`src/rtl/crc_32_pkg.sv`:
```
// Shared CRC-32/MPEG-2 constants and the single-byte step function used by
// the PSI/SI table generators.
package crc_32_pkg;

    localparam logic [31:0] CRC32_POLY = 32'h04C11DB7;
    localparam logic [31:0] CRC32_INIT = 32'hFFFFFFFF;

    // Folding the whole byte into the top of the register first is equivalent
    // to feeding D[7]..D[0] one bit at a time. The loop unrolls into a flat
    // XOR network, so the full step fits in a single clock.
    function automatic logic [31:0] crc32_byte(input logic [31:0] crc, input logic [7:0] d);
        logic [31:0] c;
        c = crc ^ {d, 24'h000000};
        for (int i = 0; i < 8; i++) begin
            c = c[31] ? ({c[30:0], 1'b0} ^ CRC32_POLY) : {c[30:0], 1'b0};
        end
        return c;
    endfunction

endpackage

```
`src/rtl/crc_32_step.sv`:
```
// Purely combinational CRC-32/MPEG-2 byte step, reusable by any PSI generator.
module crc_32_step
    import crc_32_pkg::*;
(
    input  logic [31:0] crc_i,
    input  logic [7:0]  d_i,
    output logic [31:0] crc_o
);

    assign crc_o = crc32_byte(crc_i, d_i);

endmodule

```
`src/rtl/crc_32.sv`:
```
// Byte-serial CRC-32/MPEG-2 generator: one section byte per enabled clock,
// running CRC presented straight from the register.
module crc_32
    import crc_32_pkg::*;
(
    input  logic        CLK,
    input  logic        RST,
    input  logic        ENA,
    input  logic        INIT,
    input  logic [7:0]  D,
    output logic [31:0] CRC
);

    logic [31:0] crc_q;
    logic [31:0] crc_d;
    logic [31:0] crc_next;

    crc_32_step u_step (
        .crc_i (crc_q),
        .d_i   (D),
        .crc_o (crc_next)
    );

    // INIT outranks ENA, so a byte presented alongside INIT is dropped.
    always_comb begin
        // NOTE: default first, so every path assigns crc_d and no latch is inferred.
        crc_d = crc_q;
        if (INIT) begin
            crc_d = CRC32_INIT;
        end else if (ENA) begin
            crc_d = crc_next;
        end
    end

    always_ff @(posedge CLK or negedge RST) begin
        // NOTE: non-blocking assignment for registered state avoids ordering races.
        if (!RST) begin
            crc_q <= CRC32_INIT;
        end else begin
            crc_q <= crc_d;
        end
    end

    assign CRC = crc_q;

endmodule

```
`config.mk`:
```
export PLATFORM = sky130hd
export DESIGN_NAME = crc_32
export DESIGN_NICKNAME = d
export VERILOG_FILES = /design/src/rtl/crc_32_pkg.sv /design/src/rtl/crc_32_step.sv /design/src/rtl/crc_32.sv
export SDC_FILE = /design/constraint.sdc
export NUM_CORES = 1
export LEC_CHECK = 0
export ABC_AREA = 1
export CORE_MARGIN = 1.5
export CORE_UTILIZATION = 52
export DETAILED_ROUTE_END_ITERATION = 10
export PLACE_DENSITY = 0.79
export SLEW_MARGIN = 10
export SYNTH_ARGS = -nofsm -noshare
export SYNTH_HDL_FRONTEND = slang
export SYNTH_HIERARCHICAL = 1
export SYNTH_SLANG_ARGS = --single-unit
```
`constraint.sdc`:
```
create_clock -name CLK -period 3.9 [get_ports CLK]
set_clock_uncertainty 0.15 [all_clocks]
set_input_delay 0.585 -clock CLK [delete_from_list [all_inputs] [get_ports CLK]]
set_output_delay 0.585 -clock CLK [all_outputs]
set_load 0.02 [all_outputs]
```
==> run_results.csv <==
group,metric,value,unit
outcome,status,"finished, final reports clean",
setup_path,cp.required,3.97,ns
timing,fmax,0.4366,GHz
grt,overflow,0,
clocking,clk_pin_slew_worst_paths,0.07,ns
pwr,powerDensity,501.4,nW/um2
yosys,yosysWarnings,6,
cells_and_area,fin_nets,416,
clocking,cts-root-buf,"clkbuf_8",
yosys,synth_fp_nets,373,
detailed_routing,drtIter0Drc,158,
clocking,hold_buffers,0,
timing,relSlewSlack,0.2700,
clocking,clk_latency,0.29,ns
clocking,cts-htree-levels,2,
floorplan,coreArea,4755,um2
floorplan,start_util,0.5421,
setup_path,startpoint,"ENA",
setup_path,cp_max_fo,25,
timing,report.final.hold_viol_count,0,
timing,layout_min_cycle_time,2.290,ns
pwr,p_leak,1.595,nW
timing,report.final.slew_viol_count,0,
floorplan,rows,25,
floorplan,die-area,5388,um2
setup_path,cpMostUsedCell,"nand2_1",
setup_path,critPathBufInv,2,
timing,worst_pin_slew,1.092,ns
yosys,syn_inst,361,
detailed_routing,routed_wl,6187,um
grt,grt_pass1_vias,2216,
setup_path,critPathLaunchType,"input pin",
floorplan,dieHeight,73.41,um
grt,grt_max_degree,34,
floorplan,ios,44,
setup_path,path_cells,"clkdlybuf4s50_1 > inv_2 > nand2_1 > nand2_1",
cells_and_area,final_cell_mix,"168 x nand2_1, 43 x clkdlybuf4s50_1, 33 x xor2_1",
setup_path,crit_path_top_delay_cell,"clkdlybuf4s50_1",
setup_path,cpPeakStageDelay,1.19,ns
yosys,ys_types,21,
cells_and_area,instances_no_fill,472,
detailed_routing,ant_nets,0,
grt,antenna_found_initial,0,
detailed_routing,firstDrtPassIters,5,
worst_hold_path,min_path_type,"reg -> reg",
detailed_routing,wl_per_cell,13.11,um
placed_design,port_buffers,43,
placed_design,routabilityCongestion,0.8684,
detailed_routing,num_vias,2369,
cells_and_area,syn_to_final_growth,20.68,%
timing,rsz0062_at_grt,"false",
cells_and_area,mostFrequentLayoutCell,"nand2_1",
detailed_routing,drc,0,
detailed_routing,vias_per_cell,5.019,
pwr,peakVddDrop,0.2401,mV
setup_path,r2r_start,"CRC[30]",
pwr,power.total,1.560,mW
cells_and_area,diodes,0,
timing,post-route-period-util,0.5872,
yosys,yosysSeqAreaShare,0.3262,
timing,setup_tns,0,ns
yosys,synth_area,2577,um2
setup_path,cp_top_family,"buffers and inverters",
clocking,clock_path_buffers,2,
yosys,synth-seq-cells,32,
setup_path,cp.arrival,2.36,ns
floorplan,die_w,73.41,um
cells_and_area,drive_above_1_share,0.1877,
setup_path,crit_type,"in -> reg",
grt,gr-usage-all-layers,0.2547,
placed_design,hpwlAfterDp,4509,um
placed_design,placed_cells,464,
yosys,avgSynthCellArea,7.140,um2
clocking,post-cts-setup-buffers,0,
clocking,ctsResizeCount,0,
cells_and_area,num-fill-cells,444,
job,maxCapViolCount,0,
clocking,cts_buffers,5,
timing,finalSetupViolations,0,
grt,grt_pass1_wl,10520,um
clocking,cts_tree,"built",
setup_path,endpoint_kind,"flop",
clocking,cts.sinks,32,
worst_hold_path,hp-start,"CRC[9]",
cells_and_area,largest_reg_flops,32,
## path summary, 6_finish.rpt
path                       endpoint  slack, ns  depth (start not counted)
min                          CRC[9]       0.33                          2
min reg2reg                  CRC[9]       0.33                          2
max reg2reg                  CRC[5]       1.92                         10
min in group asynchronous   CRC[11]       0.83                          2
max                         CRC[21]       1.61                          4
max in group asynchronous   CRC[23]       2.74                          2
## stage by stage
| stage | hold slack [ns] | area, um2 | setup slack (ns) | util |
|---|---|---|---|---|
| after floorplan | 0.2872 | 2577 | 2.137 | - |
| after global placement | 0.3158 | 3020 | 1.378 | 0.6353 |
| after detailed placement | 0.3200 | 3020 | 1.328 | 0.6353 |
| after CTS | 0.3284 | 3110 | 1.614 | 0.6542 |
| after global routing | 0.3455 | 3110 | 1.484 | 0.6542 |
| final | 0.3264 | 3110 | 1.610 | 0.6542 |
## synth_stat cells
| library cell | n | area, um2 |
|---|---|---|
| nand2_4 | 7 | 78.83 |
| nor2_4 | 1 | 11.26 |
| a21oi_1 | 32 | 160.2 |
| or2_1 | 1 | 6.260 |
| inv_2 | 5 | 18.77 |
| xnor2_2 | 1 | 16.27 |
| nand2_2 | 16 | 100.1 |
| nor2_1 | 1 | 3.750 |
| nand2_8 | 1 | 20.02 |
| nand3b_1 | 1 | 7.510 |
| dfstp_2 | 32 | 840.8 |
| nand2_1 | 168 | 630.6 |
| buf_6 | 7 | 78.83 |
| nand2b_1 | 2 | 12.51 |
| xor2_2 | 3 | 48.80 |
| xnor2_1 | 6 | 52.55 |
| xor2_1 | 33 | 289.0 |
| nand3_1 | 13 | 65.06 |
| inv_1 | 27 | 101.4 |
| nor2_8 | 1 | 20.02 |
| buf_2 | 3 | 15.01 |
## power by group
group	switching, mW	leakage (nW)	total [mW]	internal (mW)
Sequential	0.0642	0.337	0.493	0.429
Clock	0.126	0.0455	0.270	0.144
Combinational	0.476	1.21	0.796	0.320
## final cells by class
cell class                      count  area [um2]  share of cell area
Inverter                           32       120.1             0.03862
Clock buffer                        8       90.09             0.02896
Sequential cell                    32       840.8              0.2703
Tap cell                           67       83.83             0.02695
Multi-Input combinational cell    287        1523              0.4895
Timing Repair Buffer               46       452.9              0.1456
## worst reg2reg max path, delay by kind of cell, from the launching register on
| kind | cells | cell delay, ns |
|---|---|---|
| buffers and inverters | 1 | 0.06 |
| AND/OR/NAND/NOR | 7 | 0.78 |
| flip-flops | 1 | 0.56 |
| XOR/XNOR | 1 | 0.17 |
| AO/OA/AOI/OAI | 1 | 0.18 |
## cells by family after synthesis
logic type             Yosys count  synth area share
AND/OR/NAND/NOR                212            0.3709
XOR/XNOR                        43            0.1578
buffers and inverters           42           0.08301
AO/OA/AOI/OAI                   32           0.06213
flip-flops                      32            0.3262
## metal layers
metal	vias to the layer above	wire [um]	GRT usage
met2	74	2988	0.4222
met1	1097	2743	0.3339
li1	1187	-	-
met5	-	0	0
met4	0	104	0.08642
met3	11	351	0.04938
No activity file was read; power rests on OpenSTA's default activity.
